$ cat src/rtl/svf_sc_ctrl.sv
// Switching-clock divider and configuration sequencer for the SC state-variable filter macro.
// New settings land only on sc_clk period boundaries; mode changes mute the output while it settles.
module svf_sc_ctrl #(
    parameter int unsigned      DIV_W      = 10,
    parameter logic [DIV_W-1:0] DIV_RST    = 10'd63,
    parameter logic [3:0]       Q_RST      = 4'd8,
    parameter int unsigned      SETTLE_CYC = 16
) (
    input  logic             clk,
    input  logic             rst_n,
    input  logic             en,
    input  logic             cfg_valid,
    output logic             cfg_ready,
    input  logic [DIV_W-1:0] cfg_div,
    input  logic [3:0]       cfg_q,
    input  logic [1:0]       cfg_mode,
    output logic             sc_clk,
    output logic [3:0]       q_code,
    output logic [1:0]       sel,
    output logic             mute,
    output logic             busy
);

    localparam int unsigned   SW        = $clog2(SETTLE_CYC + 1);
    localparam logic [SW-1:0] SETTLE_LD = SW'(SETTLE_CYC);

    localparam logic [2:0] StIdle   = 3'd0;
    localparam logic [2:0] StSettle = 3'd1;
    localparam logic [2:0] StRun    = 3'd2;
    localparam logic [2:0] StPend   = 3'd3;
    localparam logic [2:0] StStop   = 3'd4;

    logic [2:0]       state_q, state_d;
    logic [DIV_W-1:0] cnt_q, cnt_d;
    logic [DIV_W-1:0] div_q, div_d;
    logic             sc_q, sc_d;
    logic [3:0]       q_q, q_d;
    logic [1:0]       sel_q, sel_d;
    logic             mute_q, mute_d;
    logic             busy_q, busy_d;
    logic [SW-1:0]    settle_q, settle_d;
    logic             pend_q, pend_d;
    logic [DIV_W-1:0] sh_div_q, sh_div_d;
    logic [3:0]       sh_q_q, sh_q_d;
    logic [1:0]       sh_mode_q, sh_mode_d;

    logic boundary;
    logic xfer;

    // Last cycle of a high phase: sc_clk falls on the next edge.
    assign boundary  = (cnt_q == div_q) && sc_q;
    // en drops out of RUN with priority, so a config offered in that cycle is refused.
    assign cfg_ready = (state_q == StIdle) || ((state_q == StRun) && en);
    assign xfer      = cfg_valid && cfg_ready;

    always_comb begin
        state_d   = state_q;
        cnt_d     = cnt_q;
        div_d     = div_q;
        sc_d      = sc_q;
        q_d       = q_q;
        sel_d     = sel_q;
        mute_d    = mute_q;
        settle_d  = settle_q;
        pend_d    = pend_q;
        sh_div_d  = sh_div_q;
        sh_q_d    = sh_q_q;
        sh_mode_d = sh_mode_q;

        if (state_q != StIdle) begin
            if (cnt_q == div_q) begin
                cnt_d = '0;
                sc_d  = ~sc_q;
            end else begin
                cnt_d = cnt_q + 1'b1;
            end
        end

        if (xfer) begin
            sh_div_d  = cfg_div;
            sh_q_d    = cfg_q;
            sh_mode_d = cfg_mode;
        end

        // A pending shadow lands on the boundary whether we are pending or stopping.
        if (boundary && pend_q) begin
            div_d  = sh_div_q;
            q_d    = sh_q_q;
            sel_d  = sh_mode_q;
            pend_d = 1'b0;
        end

        case (state_q)
            StIdle: begin
                cnt_d  = '0;
                sc_d   = 1'b0;
                mute_d = 1'b1;
                if (xfer) begin
                    div_d = cfg_div;
                    q_d   = cfg_q;
                    sel_d = cfg_mode;
                end
                if (en) begin
                    state_d  = StSettle;
                    settle_d = SETTLE_LD;
                end
            end
            StSettle: begin
                if (!en) begin
                    state_d = boundary ? StIdle : StStop;
                    mute_d  = 1'b1;
                end else if (settle_q == '0) begin
                    state_d = StRun;
                    mute_d  = 1'b0;
                end else if (boundary) begin
                    settle_d = settle_q - 1'b1;
                end
            end
            StRun: begin
                if (!en) begin
                    state_d = boundary ? StIdle : StStop;
                    mute_d  = 1'b1;
                end else if (xfer) begin
                    state_d = StPend;
                    pend_d  = 1'b1;
                    if (cfg_mode != sel_q) mute_d = 1'b1;
                end
            end
            StPend: begin
                if (!en) begin
                    state_d = boundary ? StIdle : StStop;
                    mute_d  = 1'b1;
                end else if (boundary) begin
                    if (sh_mode_q != sel_q) begin
                        state_d  = StSettle;
                        settle_d = SETTLE_LD;
                        mute_d   = 1'b1;
                    end else begin
                        state_d = StRun;
                    end
                end
            end
            StStop: begin
                if (boundary) state_d = StIdle;
            end
            default: state_d = StIdle;
        endcase

        busy_d = (state_d == StSettle) || (state_d == StPend) || (state_d == StStop);
    end

    always_ff @(posedge clk or negedge rst_n) begin
        if (!rst_n) begin
            state_q   <= StIdle;
            cnt_q     <= '0;
            div_q     <= DIV_RST;
            sc_q      <= 1'b0;
            q_q       <= Q_RST;
            sel_q     <= 2'd0;
            mute_q    <= 1'b1;
            busy_q    <= 1'b0;
            settle_q  <= '0;
            pend_q    <= 1'b0;
            sh_div_q  <= '0;
            sh_q_q    <= '0;
            sh_mode_q <= '0;
        end else begin
            state_q   <= state_d;
            cnt_q     <= cnt_d;
            div_q     <= div_d;
            sc_q      <= sc_d;
            q_q       <= q_d;
            sel_q     <= sel_d;
            mute_q    <= mute_d;
            busy_q    <= busy_d;
            settle_q  <= settle_d;
            pend_q    <= pend_d;
            sh_div_q  <= sh_div_d;
            sh_q_q    <= sh_q_d;
            sh_mode_q <= sh_mode_d;
        end
    end

    assign sc_clk = sc_q;
    assign q_code = q_q;
    assign sel    = sel_q;
    assign mute   = mute_q;
    assign busy   = busy_q;

endmodule

$ cat config.mk
export PLATFORM = sky130hd
export DESIGN_NAME = svf_sc_ctrl
export DESIGN_NICKNAME = d
export VERILOG_FILES = /design/src/rtl/svf_sc_ctrl.sv
export SDC_FILE = /design/constraint.sdc
export NUM_CORES = 1
export LEC_CHECK = 0
export CAP_MARGIN = 20
export CORE_MARGIN = 2
export CORE_UTILIZATION = 37
export CTS_CLUSTER_DIAMETER = 40
export CTS_CLUSTER_SIZE = 30
export DETAILED_ROUTE_END_ITERATION = 6
export GPL_ROUTABILITY_DRIVEN = 0
export PLACE_DENSITY = 0.54
export SYNTH_ARGS = -nofsm -noshare
export SYNTH_HDL_FRONTEND = slang
export SYNTH_SLANG_ARGS = --single-unit
$ cat constraint.sdc
create_clock -name clk -period 5.34 [get_ports clk]
set_clock_uncertainty 0.15 [all_clocks]
set_input_delay 0.801 -clock clk [delete_from_list [all_inputs] [get_ports clk]]
set_output_delay 0.801 -clock clk [all_outputs]
set_load 0.05 [all_outputs]
After elaboration in Yosys (flattened, before gate mapping)

Index checks and enable logic that the tools add are counted.
Widths: inputs -> output; s select.

Bits in registers: 54
Bits of input ports: 20
Word-level logic and storage cells: 102

Add/sub/neg operators: 2
Eq/ne operators: 22
Mux-type cells: 47
Bitwise logic cells: 1
Reduce and logical (&&, ||, !) cells: 17

Operator list:

| cell                  | count |
|---|---|
| $mux 10               | 6 |
| $mux 5                | 7 |
| $mux 3                | 9 |
| $mux 1                | 15 |
| $pmux 3 s5            | 1 |
| $pmux 5 s3            | 1 |
| $ne 2x2->1 const B    | 7 |
| $mux 4                | 3 |
| $ne 3x3->1 const B    | 4 |
| $add 10x1->10 const B | 1 |
| $eq 10x10->1          | 1 |
| $eq 3x2->1 const B    | 3 |
| $mux 2                | 4 |
| $reduce_and 8->1      | 1 |
| $eq 3x1->1 const B    | 2 |
| $eq 3x3->1 const B    | 2 |
| $reduce_and 6->1      | 1 |
| $reduce_bool 3->1     | 2 |
| $logic_not 5->1       | 1 |
| $sub 5x1->5 const B   | 1 |
| $logic_and 1x1->1     | 4 |
| $ne 2x2->1            | 2 |
| $pmux 1 s4            | 1 |
| $reduce_bool 2->1     | 2 |
| other kinds (6)       | 8 |

Logic depth before layout (Yosys ltp)

Word-level depth: 10
Gate-level depth with buffers: 8
Gate-level depth less buffers: 7

Least setup slack after synthesis

Ideal clock, no wire load.

Path type: input -> register
Start: input port en
End: register sh_div_q[0]
Setup time: 125 ps
Arrival: 3133 ps
Data required time: 5065 ps
Path slack: 1933 ps
Stages: 5
Buffers on the path: 1
Path through: inv_1 a211oi_1 nand2_1 clkbuf_1 mux2_2

Word-level cells in the longest chain between the ends: 3

RTL lines:

| item                 | RTL line | text |
|---|---|---|
| from (decl)          | 11       | `input logic en,` |
| $logic_and 1x1->1    | 53       | `assign cfg_ready = (state_q == StIdle) \|\| ((state_q == StRun) && en);` |
| $logic_or 1x1->1     | 53       |  |
| via cfg_ready        | 13       | `output logic cfg_ready,` |
| $logic_and 1x1->1    | 54       | `assign xfer = cfg_valid && cfg_ready;` |
| to (signal assigned) | 178      | `sh_div_q <= sh_div_d;` |
| to (decl)            | 43       | `logic [DIV_W-1:0] sh_div_q, sh_div_d;` |

The timed path passes the listed nets, and every way through them passes these cells.
A chain may end at the register's enable or synchronous reset.

Worst setup path in the final report

Start: input port en
End: output port cfg_ready

Word-level cells in the longest chain between the ends: 2

RTL lines:

| item              | RTL line |
|---|---|
| $logic_and 1x1->1 | 53 |
| $logic_or 1x1->1  | 53 |
| to (decl)         | 13 |

Every way passes these cells.

==> results.py <==
metrics = {
    "synth": {
        "ys.flop_type": "dfrtp_1",
        "synth_top_family_by_area": "simple AND/OR/NAND/NOR gates",
        "ys_seq_elements": 54,
        "synth-simple-area-share": 0.1416,
        "synth_area_leaders": "dfrtp_1 (43%), dfstp_2 (7.9%), mux2_2 (6.8%), mux2i_1 (6.4%), xor2_1 (5.9%)",
        "synthDistinctLibCells": 41,
        "yosysSeqAreaShare": 0.5120,
        "syn_nets": 274,
        "synth_area_leader_cell": "dfrtp_1",
        "synth_area_sq_mm": 0.002659,
        "yosys_warnings": 0,
        "synth_edf_count": 0,
        "yosys.area.top_type_share": 0.4329,
        "synth_compound_area_frac": 0.09082,
        "synth_mux_area_frac": 0.1318,
        "yosys.area_share.adder": 0.01412,
        "ys_async_sr_fraction": 1.000,
        "syn-mean-instance-area_sq_um": 10.59,
        "synth_xor_area_frac": 0.07576,
        "syn_inst": 251,
    },
    "setup_path": {
        "cp-end-kind": "output pin",
        "critPathMaxStageDelay_ns": 0.85,
        "cp_slowest_cell": "clkdlybuf4s50_1",
        "crit_family": "buffers and inverters",
        "cp_common_cell": "clkdlybuf4s50_1",
        "worstRegToRegCells": 6,
        "r2r_slack_ns": 2.67,
        "cp_cell_sequence": "clkdlybuf4s50_1, inv_1, a211oi_1, clkdlybuf4s50_1",
        "worstPathMaxFanout": 5,
        "timing.rr.start": "div_q[0]",
        "arrival_ns": 2.56,
        "critPathLaunchType": "primary input",
        "crit_type": "in2out",
        "cp.required_ns": 4.39,
        "r2r-end": "div_q[6]",
        "crit_buf_inv": 3,
    },
    "cts": {
        "clock_sinks": 54,
        "root_buffer": "clkbuf_8",
        "holdBufCountCts": 0,
        "clock_path_buffers": 2,
        "post_cts_buffers": 0,
        "ctsResizeCount": 0,
        "tritoncts": "built",
        "clkTransAtPathRegs_ns": 0.09,
        "insertion_delay_ns": 0.31,
        "htree_levels": 2,
        "cts_buffers": 5,
    },
    "drt": {
        "first_pass_iters": 4,
        "drt_iter0_drc": 102,
        "ant_nets": 0,
        "vias": 1834,
        "wl_per_cell_microns": 13.39,
        "drc": 0,
        "wl_microns": 5006,
        "drt-vias-per-instance": 4.904,
    },
    "sta": {
        "finalSetupViolCount": 0,
        "period_share": 0.6567,
        "max_freq_mhz": 285.1,
        "rsz0062_at_grt": "false",
        "worst_pin_slew_ns": 0.9976,
        "setup_tns_ns": 0,
        "maxSlewViolCount": 0,
        "fin_crit_ns": 3.507,
        "hold_violations": 0,
        "slew_headroom": 0.3349,
    },
    "floorplan": {
        "start_util": 0.3871,
        "coreArea_sq_mm": 0.006869,
        "dieArea_sq_mm": 0.007880,
        "die_w_microns": 88.77,
        "die_h_microns": 88.77,
        "rows": 30,
        "ioPinCount": 30,
    },
    "layout": {
        "multi_input_area_sq_mm": 0.001207,
        "final_core_util": 0.4517,
        "final.fill_count": 659,
        "antennaDiodeCount": 0,
        "final_nets": 300,
        "area_growth_pct": 16.71,
        "regArea_sq_mm": 0.001361,
        "final_layout_size_suffix_gt1_frac": 0.1403,
    },
    "grt": {
        "use_met1": 0.2076,
        "grt_util_all_layers": 0.1454,
        "grt_pass1_wl_microns": 8832,
        "grt_max_degree": 55,
        "grt_use_met2": 0.2205,
        "grt-busiest-layer": "met2",
        "overflow": 0,
        "grt_pass1_vias": 1791,
        "grtUsageMet3": 0.02985,
        "antenna_found_initial": 0,
    },
    "min_path": {
        "hold_depth": 1,
        "hp-class": "reg2reg",
        "hp-start": "settle_q[3]",
        "whs_endpoint": "settle_q[3]",
    },
    "pwr": {
        "ir_drop_uv": 201.5,
        "p_sw_frac": 0.3845,
        "powerDensity_mw_per_mm2": 491.5,
        "power.share.clock": 0.160,
        "p_sw_uw": 586.4,
        "p_leak_uw": 0.001401,
        "internal-power_uw": 938.7,
        "seq_power_share": 0.459,
        "comb_power_share": 0.381,
    },
    "job": {
        "maxCapViolations": 0,
    },
    "placement": {
        "portBuffers": 29,
        "hpwl_microns": 3452,
    },
    "run_status": {
        "status": "complete, no violations",
    },
}
==> synth_stat cells (all sizes together) (2+ instances only) <==
| cell type | number |
|---|---|
| dfrtp | 46 |
| nor2 | 27 |
| o21ai | 26 |
| nand2 | 24 |
| xor2 | 18 |
| mux2i | 17 |
| mux2 | 16 |
| a21oi | 9 |
| dfstp | 8 |
| clkbuf | 6 |
| inv | 6 |
| buf | 5 |
| nand3 | 5 |
| nor3 | 5 |
| xnor2 | 5 |
| and3 | 3 |
| ha | 3 |
| a211oi | 2 |
| nand4 | 2 |
| nor4 | 2 |
| o31ai | 2 |
==> flip-flops by register name, summed over array words and instances (netlist names) <==
| signal | flops |
|---|---|
| state_q | 3 |
| busy | 1 |
| sh_mode_q | 2 |
| q_code | 4 |
| settle_q | 5 |
| pend_q | 1 |
| sh_div_q | 10 |
| cnt_q | 10 |
| mute | 1 |
| sc_clk | 1 |
| div_q | 10 |
| sh_q_q | 4 |
| sel | 2 |
==> cell usage in the layout (no fill, tap or decap), types with 2 or more instances in the layout <==
cell type,n
dfrtp_1,46
clkdlybuf4s50_1,28
nor2_1,27
o21ai_0,25
nand2_1,23
xor2_1,18
mux2i_1,17
mux2_2,16
a21oi_1,9
dfstp_2,8
inv_1,6
clkbuf_8,6
nor3_1,5
nand3_1,5
xnor2_1,5
ha_1,3
nor4_1,2
and3_1,2
a211oi_1,2
o31ai_1,2
==> metrics by stage <==
stage | hold slack [ns] | power (uW) | cell area (sq um) | cells | setup WS, ns
2_1_floorplan | 0.3106 | 1130 | 2659 | 251 | 1.933
3_3_place_gp | 0.3379 | 1291 | 3004 | 366 | 1.847
3_5_place_dp | 0.3425 | 1300 | 3004 | 366 | 1.815
4_1_cts | 0.3615 | 1553 | 3103 | 374 | 1.811
5_1_grt | 0.3796 | 1647 | 3103 | 374 | 1.714
6_report | 0.3595 | 1525 | 3103 | 374 | 1.833
==> final cells by class <==
class                   instances  share of cell area
well taps                      96             0.03871
clock inverters                 2            0.005242
inverters                       6            0.007258
flip-flops and latches         54              0.4387
multi-input cells             180              0.3891
repair buffers                 30             0.09435
clock buffers                   6             0.02661
==> cells by family after synthesis <==
kind of cell | count (synthesis)
AOI/OAI and AO/OA | 43
xor gates and xnor gates | 23
adders and majority gates | 3
buffers and inverters | 17
DFF | 54
muxes | 33
and+or+nand+nor | 78
==> worst max-delay path by stage <==
stage / from / end / slack, ns / cells past startpoint
CTS: en / cfg_ready / 1.81 / 4
global placement: en / cfg_ready / 1.85 / 4
detailed placement: en / cfg_ready / 1.82 / 4
finish: en / cfg_ready / 1.83 / 4
floorplan: en / sh_div_q[0] / 1.93 / 5
global route: en / cfg_ready / 1.71 / 4
==> per-layer routing <==
metal,share of wire,vias up
li1,-,914
met1,0.51,879
met4,0.015,0
met3,0.035,5
met5,0,-
met2,0.44,36
==> power groups by stage <==
stage	Combinational (uW)	Sequential (uW)	Clock [uW]
floorplan	362	767	0
global placement	582	708	0
detailed placement	590	711	0
CTS	592	702	259
global route	652	725	270
finish	582	700	243
Power figures use the tool's default switching activity.
